**src/rtl/conv_frame_sequencer.sv**
```systemverilog
// conv_frame_sequencer: reads a raster frame from a 1-cycle-latency frame
// buffer, streams it into conv through a 2-entry skid FIFO, and counts conv
// output beats until the full output map is collected.
module conv_frame_sequencer #(
  parameter int IMG_W   = 32,
  parameter int IMG_H   = 32,
  parameter int K       = 5,
  parameter int TIMEOUT = 4096,
  parameter int ADDR_W  = $clog2(IMG_W*IMG_H)
) (
  input  logic              i_clk,
  input  logic              i_rst_n,
  input  logic              i_start,
  input  logic              i_abort,
  output logic              o_rd_en,
  output logic [ADDR_W-1:0] o_rd_addr,
  input  logic [7:0]        i_rd_data,
  output logic              o_feature_valid,
  output logic [7:0]        o_feature,
  input  logic              i_ready_feature,
  input  logic              i_conv_valid,
  output logic              o_busy,
  output logic              o_done,
  output logic              o_err_timeout,
  output logic              o_err_overflow,
  output logic [15:0]       o_frame_count
);
  localparam int NPIX  = IMG_W*IMG_H;
  localparam int OUT_N = (IMG_H-K+1)*(IMG_W-K+1);
  localparam int PW    = $clog2(NPIX+1);
  localparam int OW    = $clog2(OUT_N+1);
  localparam int TW    = $clog2(TIMEOUT+1);
  localparam logic [PW-1:0] NPIX_C  = PW'(NPIX);
  localparam logic [PW-1:0] LAST_C  = PW'(NPIX-1);
  localparam logic [OW-1:0] OUTN_C  = OW'(OUT_N);
  localparam logic [OW-1:0] OUTN1_C = OW'(OUT_N-1);
  localparam logic [TW-1:0] TMO_C   = TW'(TIMEOUT);

  typedef enum logic [1:0] {S_IDLE, S_STREAM, S_DRAIN, S_DONE} state_t;

  state_t        state, state_n;
  logic [PW-1:0] rd_addr, pix_cnt;
  logic [OW-1:0] out_cnt;
  logic [TW-1:0] idle_cnt, idle_nxt;
  logic [1:0]    fifo_cnt;
  logic [7:0]    e0, e1;
  logic          inflight;
  logic          err_to, err_ov;
  logic [15:0]   frame_cnt;
  logic          pop, counting, beat_ok, beat_ovf, hit, accept, tmo;
  logic [2:0]    occ;

  // Datapath strobes; a read returning this cycle bypasses into the head when the FIFO is empty
  always_comb begin
    o_feature_valid = (fifo_cnt != 2'd0) | inflight;
    o_feature       = (fifo_cnt != 2'd0) ? e0 : (inflight ? i_rd_data : 8'h00);
    pop             = o_feature_valid & i_ready_feature;
    occ             = {1'b0, fifo_cnt} + {2'b0, inflight} - {2'b0, pop};
    o_rd_en         = (state == S_STREAM) && (rd_addr < NPIX_C) && (occ < 3'd2) && !i_abort;
    o_rd_addr       = rd_addr[ADDR_W-1:0];
    counting        = ((state == S_STREAM) || (state == S_DRAIN)) && i_conv_valid;
    beat_ok         = counting && (out_cnt != OUTN_C);
    beat_ovf        = counting && (out_cnt == OUTN_C);
    hit             = beat_ok && (out_cnt == OUTN1_C);
    idle_nxt        = idle_cnt + TW'(1);
    o_busy          = (state == S_STREAM) || (state == S_DRAIN);
    o_done          = (state == S_DONE);
    o_err_timeout   = err_to;
    o_err_overflow  = err_ov;
    o_frame_count   = frame_cnt;
  end

  // Next-state logic; abort overrides every transition
  always_comb begin
    state_n = state;
    accept  = 1'b0;
    tmo     = 1'b0;
    unique case (state)
      S_IDLE:   if (i_start) begin state_n = S_STREAM; accept = 1'b1; end
      S_STREAM: if (pop && (pix_cnt == LAST_C)) state_n = S_DRAIN;
      S_DRAIN: begin
        if ((out_cnt == OUTN_C) || hit) state_n = S_DONE;
        else if (!i_conv_valid && (idle_nxt == TMO_C)) begin
          state_n = S_IDLE;
          tmo     = 1'b1;
        end
      end
      S_DONE:   state_n = S_IDLE;
      default:  state_n = S_IDLE;
    endcase
    if (i_abort) begin
      state_n = S_IDLE;
      accept  = 1'b0;
      tmo     = 1'b0;
    end
  end

  // State register, counters, skid FIFO and sticky flags
  always_ff @(posedge i_clk or negedge i_rst_n) begin
    if (!i_rst_n) begin
      state     <= S_IDLE;
      rd_addr   <= '0;
      pix_cnt   <= '0;
      out_cnt   <= '0;
      idle_cnt  <= '0;
      fifo_cnt  <= 2'd0;
      e0        <= 8'h00;
      e1        <= 8'h00;
      inflight  <= 1'b0;
      err_to    <= 1'b0;
      err_ov    <= 1'b0;
      frame_cnt <= 16'h0;
    end else begin
      state <= state_n;
      if (accept) begin
        rd_addr  <= '0;
        pix_cnt  <= '0;
        out_cnt  <= '0;
        idle_cnt <= '0;
        fifo_cnt <= 2'd0;
        inflight <= 1'b0;
        err_to   <= 1'b0;
        err_ov   <= 1'b0;
      end else if (i_abort) begin
        fifo_cnt <= 2'd0;
        inflight <= 1'b0;
      end else begin
        inflight <= o_rd_en;
        if (o_rd_en) rd_addr <= rd_addr + PW'(1);
        if (pop)     pix_cnt <= pix_cnt + PW'(1);
        unique case ({inflight, pop})
          2'b10: begin
            if (fifo_cnt == 2'd0) e0 <= i_rd_data;
            else                  e1 <= i_rd_data;
            fifo_cnt <= fifo_cnt + 2'd1;
          end
          2'b01: begin
            e0       <= e1;
            fifo_cnt <= fifo_cnt - 2'd1;
          end
          2'b11: begin
            // empty: data bypassed straight out; one entry: refill head
            if (fifo_cnt == 2'd1) e0 <= i_rd_data;
            else if (fifo_cnt == 2'd2) begin
              e0 <= e1;
              e1 <= i_rd_data;
            end
          end
          default: ;
        endcase
        if (beat_ok) out_cnt <= out_cnt + OW'(1);
        if (beat_ovf || (hit && (state == S_STREAM))) err_ov <= 1'b1;
        if (state == S_DRAIN) idle_cnt <= i_conv_valid ? '0 : idle_nxt;
        else                  idle_cnt <= '0;
        if (tmo) err_to <= 1'b1;
        if (state == S_DONE) frame_cnt <= frame_cnt + 16'd1;
      end
    end
  end
endmodule
```
**config.mk**
```make
export PLATFORM = sky130hd
export DESIGN_NAME = conv_frame_sequencer
export DESIGN_NICKNAME = d
export VERILOG_FILES = /design/src/rtl/conv_frame_sequencer.sv
export SDC_FILE = /design/constraint.sdc
export NUM_CORES = 1
export LEC_CHECK = 0
export ABC_AREA = 1
export ABC_CLOCK_PERIOD_IN_PS = 2900
export CAP_MARGIN = 20
export CORE_MARGIN = 2
export CORE_UTILIZATION = 45
export DETAILED_ROUTE_END_ITERATION = 8
export PLACE_DENSITY = 0.7
export SETUP_SLACK_MARGIN = 0.05
export SYNTH_ARGS = -nofsm -noshare
export SYNTH_HDL_FRONTEND = slang
export SYNTH_SLANG_ARGS = --single-unit
export TNS_END_PERCENT = 10
```
**constraint.sdc**
```tcl
create_clock -name i_clk -period 2.9 [get_ports i_clk]
set_clock_uncertainty 0.2 [all_clocks]
set_input_delay 0.29 -clock i_clk [delete_from_list [all_inputs] [get_ports i_clk]]
set_output_delay 0.29 -clock i_clk [all_outputs]
set_load 0.005 [all_outputs]
```
Word level (Yosys, flattened, before mapping)
Index checks and enable logic that the tools add are counted.
{"block": "word_totals", "register_bits": 84, "wordCells": 131}
{"block": "classes", "addsub": 9, "order_cmp": 2, "n_eq_ne": 22, "mux": 47, "bitwise_logic": 4, "n_reduce_logical": 35}
{"operator": "11-bit two-way mux", "count": 6}
{"operator": "8-bit two-way mux", "count": 8}
{"operator": "13-bit two-way mux", "count": 4}
{"operator": "10-bit two-way mux", "count": 3}
{"operator": "8-bit case mux with 3 select lines", "count": 1}
{"operator": "11-bit by 1-bit adder with 11-bit output, second input constant", "count": 2}
{"operator": "10-bit equality test, second input constant", "count": 2}
{"operator": "16-bit by 1-bit adder with 16-bit output, second input constant", "count": 1}
{"operator": "8-bit case mux with 2 select lines", "count": 1}
{"operator": "1-bit two-way mux", "count": 15}
{"operator": "2-bit two-way mux", "count": 7}
{"operator": "2-bit nonzero test", "count": 7}
{"operator": "13-bit by 1-bit adder with 13-bit output, second input constant", "count": 1}
{"operator": "13-bit equality test, second input constant", "count": 1}
{"operator": "11-bit by 10-bit equality test with 1-bit output, second input constant", "count": 1}
{"operator": "11-bit < comparator, second input constant", "count": 1}
{"operator": "10-bit by 1-bit adder with 10-bit output, second input constant", "count": 1}
{"operator": "2-bit equality test, second input constant", "count": 5}
{"operator": "1-bit logical AND", "count": 10}
{"operator": "10-bit inequality test, second input constant", "count": 1}
{"operator": "2-bit AND reduction", "count": 5}
{"operator": "2-bit inequality test, second input constant", "count": 4}
{"operator": "2-bit case mux with 4 select lines", "count": 1}
{"operator": "2-bit by 1-bit equality test with 1-bit output, second input constant", "count": 3}
{"operator": "21 further kinds", "count": 28}

Depth between registers and ports, before layout
Gate-level depths: netlist of the first run.
{"block": "depth", "depth_word": 12, "depth_mapped": 19, "ltp_nobuf": 19}

Worst setup path before layout of the first run
Ideal clock, no wire load.
{"block": "synth_path", "path_kind": "reg2reg", "startpoint": "register fifo_cnt[1]", "endpoint": "register rd_addr[10]", "setup_ns": 0.078, "t_arrival_ns": 2.726, "setup_slack_ns": -0.105, "path_stages_with_launch": 20, "path_buffers": 0, "period_less_slack_ns": 3.005, "cell_sequence": "dfrtp_1 > inv_1 > ha_1 > inv_2 > nand2_1 > nor2_1 > nor2_1 > nor2_1 > inv_1 > fa_1 > inv_1 > nor2_1 > nand3_1 > nand2_1 > nand2_1 > nor2_1 > nand2_1 > nor2_1 > nand3_1 > a21oi_1"}
{"block": "synth_between", "elab_chain_cells": 9}
{"item": "from (decl)", "line_no": "45", "text": "logic [1:0] fifo_cnt;"}
{"item": "from (signal assigned)", "line_no": "135", "text": "fifo_cnt <= fifo_cnt + 2'd1;"}
{"item": "from (signal assigned)", "line_no": "139", "text": "fifo_cnt <= fifo_cnt - 2'd1;"}
{"item": "2-bit nonzero test", "line_no": "55", "text": "o_feature_valid = (fifo_cnt != 2'd0) | inflight;"}
{"item": "1-bit OR", "line_no": "55"}
{"item": "1-bit bitwise AND", "line_no": "57", "text": "pop = o_feature_valid & i_ready_feature;"}
{"item": "3-bit by 1-bit subtractor with 3-bit output *", "line_no": "58", "text": "occ = {1'b0, fifo_cnt} + {2'b0, inflight} - {2'b0, pop};"}
{"item": "3-bit by 2-bit < comparator with 1-bit output *", "line_no": "59", "text": "o_rd_en = (state == S_STREAM) && (rd_addr < NPIX_C) && (occ < 3'd2) && !i_abort;"}
{"item": "1-bit logical AND * (2 in a row)", "line_no": "59"}
{"item": "2-bit nonzero test (no line) *"}
{"item": "2-bit AND reduction (no line) *"}
{"item": "to (signal assigned)", "line_no": "129", "text": "if (o_rd_en) rd_addr <= rd_addr + PW'(1);"}
{"item": "to (decl)", "line_no": "42", "text": "logic [PW-1:0] rd_addr, pix_cnt;"}
Every way passes the cells marked *; elsewhere a longest branch is shown, timed or not.
A chain may end at the register's enable or synchronous reset.

Worst setup path in the final report of the first run
{"block": "layout_path", "startpoint": "register fifo_cnt[0]", "endpoint": "register rd_addr[10]"}
The elaborated chain is that of the path after synthesis.

==> impl_results.md, run 1 <==
- Max-cap violation count: 0
- Drt wl/cell: between 10 and 15 um
- CTS tree: built
- Startpoint types: register
- Worst min path class: register to register
- Share of cells above drive strength 1: approximately 16%
- First-pass GRT wire length: about 17000 um
- Crit path capture type: register
- Area leader, netlist: dfrtp_1
- Most common cell in the synthesized netlist: nand2_1
- Ant. Diodes: 0
- Final setup viols: 0
- Critical path data required time: roughly 3000 ps
- R2R Setup Slk: approximately 90 ps
- Syn Area/Cell: roughly 8 um^2
- Nets: ~700
- Lkg Pwr: approximately 0.0027 uW
- Finished Layout Cells: between 800 and 900
- EDFF count, synth: 0
- Max_slew headroom: roughly 52%
- Placed insts: 774
- CTS H-tree lvls: 3
- Total die area: 11400 um^2
- Top cell type's share of synthesized area: around 44%
- Initial drt markers: 208
- Hold EP: o_frame_count[15]
- Chip width: between 100 and 150 um
- Ys flop type: dfrtp_1
- Library cells used by synthesis: 42
- GPL Wtd Cong: approximately 0.88
- Buffers on Ports: between 50 and 60
- Final Hold Viols: 0
- Pwr Density: approximately 600 nW/um^2
- Total Power: ~3500 uW
- Vias in the first global route: just under 4000
- Sequential-to-total area share from yosys stat: between 40% and 50%
- Initial Util: a little under half
- Root Driver: clkbuf_8
- Routed WL: around 10000 um
- Routed vias/inst: ~5.1
- Largest net degree at the start of global routing: 57
- Placed wire-length estimate: just over 7000 um
- Max FO, Critical Path: 4
- Commonest cells in the netlist: nand2_1 (125), dfrtp_1 (84), inv_1 (76)
- Final Worst Setup Slack: just under 90 ps
- Data arrival, critical path: 2920 ps
- CTS clk-pin slew, worst paths: 100 ps
- RR Endpoint: rd_addr[10]
- Synth Instances: 584
- DRC Markers: 0
- Core area: approximately 10000 um^2
- Worst Reg-to-Reg Cells: 19
- Num ports: 54
- Peak supply drop: between 200 and 300 uV
- Area growth syn-to-layout: 22.8%
- CTS Buf Count: 9
- Hold_sp: o_frame_count[15]
- Mapped Nets: 613
- DR pass1 iterations: 4
- Cell mode on critical path: nor2_4
- Fin crit period: between 2000 and 3000 ps
- Status: complete, no violations
- Bufs on Longest Clock Path: 2
- Grt total ovfl: 0
- Post-Place Worst Slack: -277 ps
- Remaining antenna violation count after routing: 0
- Critical R2R Launch: fifo_cnt[0]
- Tightest Pin Transition: 720 ps
- Setup TNS Final: 0 ps
- Initial antenna violation count: 0
- Gr usage total: between 10% and 20%
- Slowest cell on crit path: fa_1
- Row cnt: 37
- Async set-reset flop share out of synthesis: 100%
- Clock sink count: 84
- Syn Std Cell Area: 4740 um^2
- Fmax achieved: roughly 360 MHz
- WS Path Type: register to register
- RSZ-0062 raised after global routing: true
- Flops & latches, synth: 84
- DR vias: just over 4000
- Cell chain of the critical path: inv_2 > ha_4 > inv_4 > nand2_4 > nor2_4 > buf_4 > buf_6 > fa_1 > inv_2 > nor2_4 > nand3_2 > buf_6 > nand2_4 > nand2_2 > nor2_4 > nand2_2 > nor2_1 > nand3_1 > a21oi_2
- Fin crit share: slightly below 100%
- Hold Crit Depth: 1
- Slew Limit Fails: 0
- Synth Warn #: 0
- CP peak stage delay: 510 ps
- Leading post-synthesis cells by cell area: dfrtp_1 (44%), nand2_1 (9.9%), inv_1 (6.0%), o21ai_0 (5.2%), nor2_1 (4.0%)
- Final Hold Slack: 276 ps
- Clk Latency, worst-skew pair: about 370 ps
- Die height: ~110 um
==> state kept, by name, indices dropped and copies added, names as in the netlist <==
| register | flops |
|---|---|
| pix_cnt | 11 |
| o_frame_count | 16 |
| out_cnt | 10 |
| o_err_timeout | 1 |
| inflight | 1 |
| e0 | 8 |
| idle_cnt | 13 |
| state | 2 |
| o_err_overflow | 1 |
| fifo_cnt | 2 |
| e1 | 8 |
| rd_addr | 11 |
==> through the flow <==
stage	instance area, um^2	utilization (%)
after floorplan	4750	-
after detailed placement	5480	53.3
after global placement	5480	53.3
after CTS	5740	55.9
final	5820	56.6
after global routing	5820	56.6
==> area by class of cell <==
type                            count  area, um^2
Multi-Input combinational cell    400        2290
Sequential cell                    84        2100
Clock buffer                       10         138
Fill cell                         939        4460
Timing Repair Buffer               82         751
Clock inverter                      6        47.5
Inverter                           83         314
Tap cell                          136         170
==> logic make-up after synthesis <==
family | Yosys count | synth area share, %
AOI/OAI and AO/OA | 98 | 12.0
xor gates and xnor gates | 20 | 3.70
adders and majority gates | 15 | 4.12
buffers and inverters | 100 | 8.93
DFF | 84 | 44.4
muxes | 9 | 2.14
and+or+nand+nor | 258 | 24.7
==> repair_timing <==
action                                  4_1_cts  5_1_grt
hold endpoints to repair                     54        0
buffers inserted                              6        4
hold buffers                                  1        0
gates resized for setup                      14       15
endpoints found under the setup margin        2        7
pin swaps                                     5        7
==> routing by layer <==
| metal | track usage, % | share of wire, % | up-vias |
|---|---|---|---|
| met1 | 23.9 | 46 | 1954 |
| met5 | 0 | 0 | - |
| met2 | 32.0 | 49 | 62 |
| met3 | 2.92 | 2.6 | 13 |
| li1 | - | - | 2040 |
| met4 | 8.26 | 1.8 | 0 |
==> cell usage in the layout, fill, tap and decap left out, types with 4 or more instances in the layout <==
| cell | n |
|---|---|
| nor2_2 | 7 |
| o21ai_1 | 7 |
| nand2_2 | 6 |
| nor2_1 | 45 |
| a21oi_1 | 20 |
| xor2_1 | 16 |
| o21ai_0 | 48 |
| nand4_1 | 10 |
| nand2_1 | 121 |
| nor3_1 | 15 |
| inv_2 | 10 |
| clkbuf_8 | 10 |
| nand2_4 | 4 |
| nor2_4 | 7 |
| mux2_2 | 9 |
| nand3_1 | 32 |
| inv_1 | 72 |
| dfrtp_1 | 83 |
| ha_1 | 13 |
| buf_4 | 27 |
| clkdlybuf4s50_1 | 51 |
==> critical path: cells and delay by family (launching register included) <==
kind / cells / cell delay (ps)
buffers and inverters: 6 / 580
DFF: 1 / 410
and+or+nand+nor: 10 / 790
AOI/OAI and AO/OA: 1 / 140
adders and majority gates: 2 / 660
==> report_power, final <==
group | internal (uW) | switching (uW)
sequential | 1350 | 158
combinational | 567 | 632
clock | 342 | 457
==> worst max path at each step <==
stage                     from           to  slack, ps  cells after the start
2_1_floorplan      fifo_cnt[1]  rd_addr[10]         60                     19
3_3_place_gp   i_ready_feature      o_rd_en       -230                     12
3_5_place_dp   i_ready_feature      o_rd_en       -280                     12
4_1_cts            fifo_cnt[1]      o_rd_en         40                     14
5_1_grt            fifo_cnt[0]  rd_addr[10]        -90                     20
6_report           fifo_cnt[0]  rd_addr[10]         90                     19
(Power assumes the default switching activity.)
==> run 2: changes to the inputs <==
Settings changed: SLEW_MARGIN set to 5.
==> results of run 2 <==
Final layout, timing and power as in run 1 (identical DEF).
